$ cat src/rtl/countdown_timer_pkg.sv
// Shared types and defaults for the loadable countdown timer.
package countdown_timer_pkg;

   localparam int TIMER_WIDTH_DEFAULT = 16;

   // IDLE: not counting, RUN: counting, HOLD: paused, EXPIRE: one-cycle done.
   typedef enum logic [1:0] {
      IDLE   = 2'd0,
      RUN    = 2'd1,
      HOLD   = 2'd2,
      EXPIRE = 2'd3
   } timer_state_t;

endpackage

$ cat src/rtl/countdown_timer.sv
// Loadable down-counter driven by an external tick strobe; pulses o_done for
// one cycle on expiry. All outputs come straight from registers.
module countdown_timer
   import countdown_timer_pkg::*;
#(
   parameter int WIDTH     = TIMER_WIDTH_DEFAULT,
   parameter int DECREMENT = 1
) (
   input  logic             i_clk,
   input  logic             i_reset,
   input  logic             i_start,
   input  logic [WIDTH-1:0] i_load_value,
   input  logic             i_tick,
   input  logic             i_pause,
   output logic             o_busy,
   output logic             o_done,
   output logic [WIDTH-1:0] o_value
);

   localparam logic [WIDTH-1:0] DEC_C  = WIDTH'(DECREMENT);
   localparam logic [WIDTH-1:0] ZERO_C = {WIDTH{1'b0}};

   timer_state_t     state_q, state_d;
   logic [WIDTH-1:0] value_q, value_d;
   logic             busy_q, busy_d;
   logic             done_q, done_d;

   // Saturating decrement: compare first so the subtraction never underflows.
   function automatic logic [WIDTH-1:0] sat_dec(input logic [WIDTH-1:0] v);
      logic [WIDTH-1:0] r;
      if (v <= DEC_C) begin
         r = ZERO_C;
      end else begin
         r = v - DEC_C;
      end
      return r;
   endfunction

   // Next state and next count; a start request overrides everything but reset.
   always_comb begin
      state_d = state_q;
      value_d = value_q;
      if (i_start) begin
         value_d = i_load_value;
         if (i_load_value == ZERO_C) begin
            state_d = EXPIRE;
         end else if (i_pause) begin
            state_d = HOLD;
         end else begin
            state_d = RUN;
         end
      end else begin
         case (state_q)
            IDLE: begin
               state_d = IDLE;
               value_d = value_q;
            end
            RUN: begin
               if (i_pause) begin
                  state_d = HOLD;
               end else if (i_tick) begin
                  value_d = sat_dec(value_q);
                  if (value_d == ZERO_C) begin
                     state_d = EXPIRE;
                  end else begin
                     state_d = RUN;
                  end
               end else begin
                  state_d = RUN;
               end
            end
            HOLD: begin
               // Leaving pause swallows any tick in the same cycle.
               if (i_pause) begin
                  state_d = HOLD;
               end else begin
                  state_d = RUN;
               end
            end
            EXPIRE: begin
               state_d = IDLE;
               value_d = ZERO_C;
            end
            default: begin
               state_d = IDLE;
               value_d = ZERO_C;
            end
         endcase
      end
   end

   // Output flags derived from the next state so they register alongside it.
   always_comb begin
      busy_d = 1'b0;
      done_d = 1'b0;
      case (state_d)
         RUN:     busy_d = 1'b1;
         HOLD:    busy_d = 1'b1;
         EXPIRE:  done_d = 1'b1;
         default: begin
            busy_d = 1'b0;
            done_d = 1'b0;
         end
      endcase
   end

   // State, count and output registers with synchronous reset.
   always_ff @(posedge i_clk) begin
      if (i_reset) begin
         state_q <= IDLE;
         value_q <= ZERO_C;
         busy_q  <= 1'b0;
         done_q  <= 1'b0;
      end else begin
         state_q <= state_d;
         value_q <= value_d;
         busy_q  <= busy_d;
         done_q  <= done_d;
      end
   end

   assign o_busy  = busy_q;
   assign o_done  = done_q;
   assign o_value = value_q;

endmodule

$ cat config.mk
export PLATFORM = sky130hd
export DESIGN_NAME = countdown_timer
export DESIGN_NICKNAME = d
export VERILOG_FILES = /design/src/rtl/countdown_timer_pkg.sv /design/src/rtl/countdown_timer.sv
export SDC_FILE = /design/constraint.sdc
export NUM_CORES = 1
export LEC_CHECK = 0
export CORE_MARGIN = 3
export CORE_UTILIZATION = 48
export CTS_CLUSTER_SIZE = 24
export DETAILED_ROUTE_END_ITERATION = 10
export MAX_ROUTING_LAYER = met4
export PLACE_DENSITY = 0.76
export SLEW_MARGIN = 20
export SYNTH_ARGS = -nofsm -noshare
export SYNTH_HDL_FRONTEND = slang
export SYNTH_SLANG_ARGS = --single-unit
$ cat constraint.sdc
create_clock -name i_clk -period 2.7 [get_ports i_clk]
set_clock_uncertainty 0.1 [all_clocks]
set_input_delay 0.27 -clock i_clk [delete_from_list [all_inputs] [get_ports i_clk]]
set_output_delay 0.27 -clock i_clk [all_outputs]
set_load 0.02 [all_outputs]
==> summary.txt <==
Run status
  • Status: completed

STA
  • Final setup vio count: 0
  • Worst Tran Pin Value: 0.608 ns
  • Final hold violations: 0
  • Post-route clock period utilization: 94.3%
  • Final worst path period need: 2.55 ns
  • Worst setup margin: 0.153 ns
  • Fin. max-slew vios: 0
  • Final TNS setup: 0 ns
  • RSZ-0062 raised after global routing: false
  • Fmax: 0.393 GHz
  • Worst Hold Slack: 0.502 ns
  • Worst slew margin: 59.5%

Clock network
  • Worst-path clk slew: 0.12 ns
  • Clock Latency Late Sink: 0.31 ns
  • CTS tree: yes
  • Depth of the CTS H-tree: 1
  • Post-cts resize count: 0
  • Clock Sink Count: 20
  • CTS Buf Count: 3
  • Hold buffers post-CTS: 0
  • Root Driver: clkbuf_4
  • Post-CTS Setup Bufs: 0
  • Clock Tree Buf Depth: 2

Die
  • Core Region: 0.00261 mm²
  • Core Rows: 18
  • Chip Height: around 60 µm
  • Die Span X: between 60 and 70 µm
  • Die area: 0.00360 mm²
  • Starting Density: 53.6%
  • Ports: 39

Yosys
  • Avg Cell Area, Syn: 8.14 µm²
  • Post-synth top flop: dfxtp_1
  • Register area share after synthesis: between 20% and 30%
  • Synthesized area: 0.00140 mm²
  • Async S/R FF share, synth: 0%
  • Cells after Synth: 172
  • Post-synthesis register bit count: 20
  • Number of synthesized flops with an enable pin: 0
  • Mapped Nets: 196
  • Cell variety after synth: 53
  • Yosys warnings: 0

Placed design
  • DP Area: 0.00179 mm²
  • Worst slack at placement: 0.0148 ns
  • Hpwl dp: 2.98 mm
  • Routability cong.: 0.905
  • IO buf count: 38

Route
  • DR pass1 iterations: 6
  • Post-route ant nets: 0
  • DR vias/cell: 6.32
  • # DRC: 0
  • Final Routed Wirelength: about 4.1 mm
  • 1st-iter DRT viols: about 100
  • Via Count: 1491
  • WL/cell: roughly 17 µm

Pwr
  • Sw Ratio: 34.8%
  • Sequential share of power: 44.7%
  • Logic pwr share: a little over a third
  • Internal Pwr Total: about 500 µW
  • Power Density: 419 mW/mm²
  • Leakage: 0.645 nW
  • Max VDD drop: ~0.34 mV
  • Clock network power share: slightly below 20%
  • Net Switching: 268 µW

Worst setup path
  • Crit path max-delay cell type: or4b_4
  • Crit path capture type: register
  • Crit-path cells: inv_1 > ha_4 > or4b_4 > o21a_1 > nor4_2 > o2111ai_1 > o21ai_1 > ha_1 > nor2b_1
  • CP startpoint kind: register
  • WP data required: between 2 and 3 ns
  • FF-to-FF Start: o_value[1]$_SDFFE_PP0P_
  • Type of the worst setup path: reg2reg
  • CP startpoint: o_value[1]$_SDFFE_PP0P_
  • CP max FO: 8
  • WP data arrival: 2.64 ns
  • CP peak stage delay: 0.48 ns
  • Depth of the most critical reg-to-reg path: 9

Worst hold path
  • Hold depth: 3
  • Worst hold start: o_value[0]$_SDFFE_PP0P_
  • Worst min path class: reg2reg

Finish
  • Final nets: 232
  • ANT cells: 0
  • Most frequent cells in the layout: clkdlybuf4s50_1, dfxtp_1, nor2_1
  • P&R area growth vs syn: 31.2%
  • Finished layout cell area: 0.00184 mm²
  • Share of layout cells above drive strength 1: under 10%
  • Most common cell after layout, fill and taps aside: clkdlybuf4s50_1

Job
  • Maxcap violations: 0

Global routing
  • Gr ovfl total: 0
  • GRT Util Overall: between 20% and 30%
  • Largest net degree at the start of global routing: 22
  • Initial antenna violation count: 0
  • Global-route wire length before repair: 6.52 mm
  • Vias in the first global route: 1418
==> cells in the mapped netlist, types with 2 or more instances <==
cell | count | area share (%)
o21ai_0 | 4 | 1.4
a21oi_1 | 8 | 2.9
o21ai_1 | 3 | 1.1
nand3_1 | 5 | 1.8
dfxtp_1 | 20 | 29
clkbuf_1 | 6 | 1.6
xnor2_1 | 7 | 4.4
nor3_1 | 9 | 3.2
nand3b_1 | 2 | 1.1
buf_6 | 2 | 1.6
a22oi_1 | 9 | 4.8
and2_1 | 2 | 0.89
a222oi_1 | 6 | 4.3
nor4_1 | 7 | 3.1
ha_1 | 3 | 2.7
nor2b_1 | 6 | 2.7
a31oi_1 | 2 | 0.89
nor2_1 | 17 | 4.6
nand4_1 | 4 | 1.8
inv_1 | 5 | 1.3
nand2_1 | 8 | 2.1
buf_2 | 3 | 1.1
or4b_1 | 2 | 1.4
xor2_1 | 2 | 1.3
or4_1 | 2 | 1.1
==> through the flow <==
stage	instances	total power, mW	util (%)
global route	236	0.816	70.3
floorplan	172	0.511	-
global placement	233	0.611	68.6
detailed placement	233	0.617	68.6
CTS	236	0.763	69.4
finish	236	0.770	70.3
==> cells by family (layout without fill, tap and decap cells) <==
group,count (synthesis),after routing,share of synthesized area [%]
multiplexers,1,1,0.804
flip-flops,20,20,28.6
buffers and inverters,18,52,6.43
adder cells (fa/ha/maj),3,3,2.68
XOR/XNOR,9,9,5.63
AND/OR/NAND/NOR,74,74,30.8
AO/OA/AOI/OAI,47,47,25.0
==> power groups by stage <==
stage               Clock [mW]  Combinational, mW  Sequential (mW)
floorplan                    0              0.156            0.355
finish                   0.149              0.276            0.344
CTS                      0.151              0.268            0.343
global route             0.170              0.299            0.348
global placement             0              0.262            0.348
detailed placement           0              0.267            0.350
==> critical path, delay by kind of cell, from the launching register on <==
family	cells	cell delay, ns
adder cells (fa/ha/maj)	2	0.42
buffers and inverters	1	0.13
AND/OR/NAND/NOR	3	0.88
AO/OA/AOI/OAI	3	0.53
flip-flops	1	0.37
==> layout make-up <==
cell class              instances  area, µm²
repair buffers                 44        425
multi-input cells             134        932
well taps                      30       37.5
fillers                       225        776
clock buffers                   3       22.5
flip-flops and latches         20        400
inverters                       5       18.8
==> sequential cells by signal (all words and copies together), names as in the netlist <==
name and cells:
o_done 1, state_q 2, o_value 16, o_busy 1
==> path summary, 6_finish.rpt <==
check	endpoint	slack (ns)
setup reg to reg	o_busy$_SDFF_PP0_	0.15
hold / removal	o_value[0]$_SDFFE_PP0P_	0.50
hold reg to reg	o_value[0]$_SDFFE_PP0P_	0.50
setup / recovery	o_busy$_SDFF_PP0_	0.15
==> metal layers <==
layer	track usage, %	wire, µm	vias to the layer above	share of wire [%]
met5	-	0	-	0
met4	8.23	55	0	1.4
met3	3.46	312	4	7.7
met2	39.4	1950	59	48
met1	31.6	1750	704	43
li1	-	-	724	-
(Power assumes the default switching activity.)
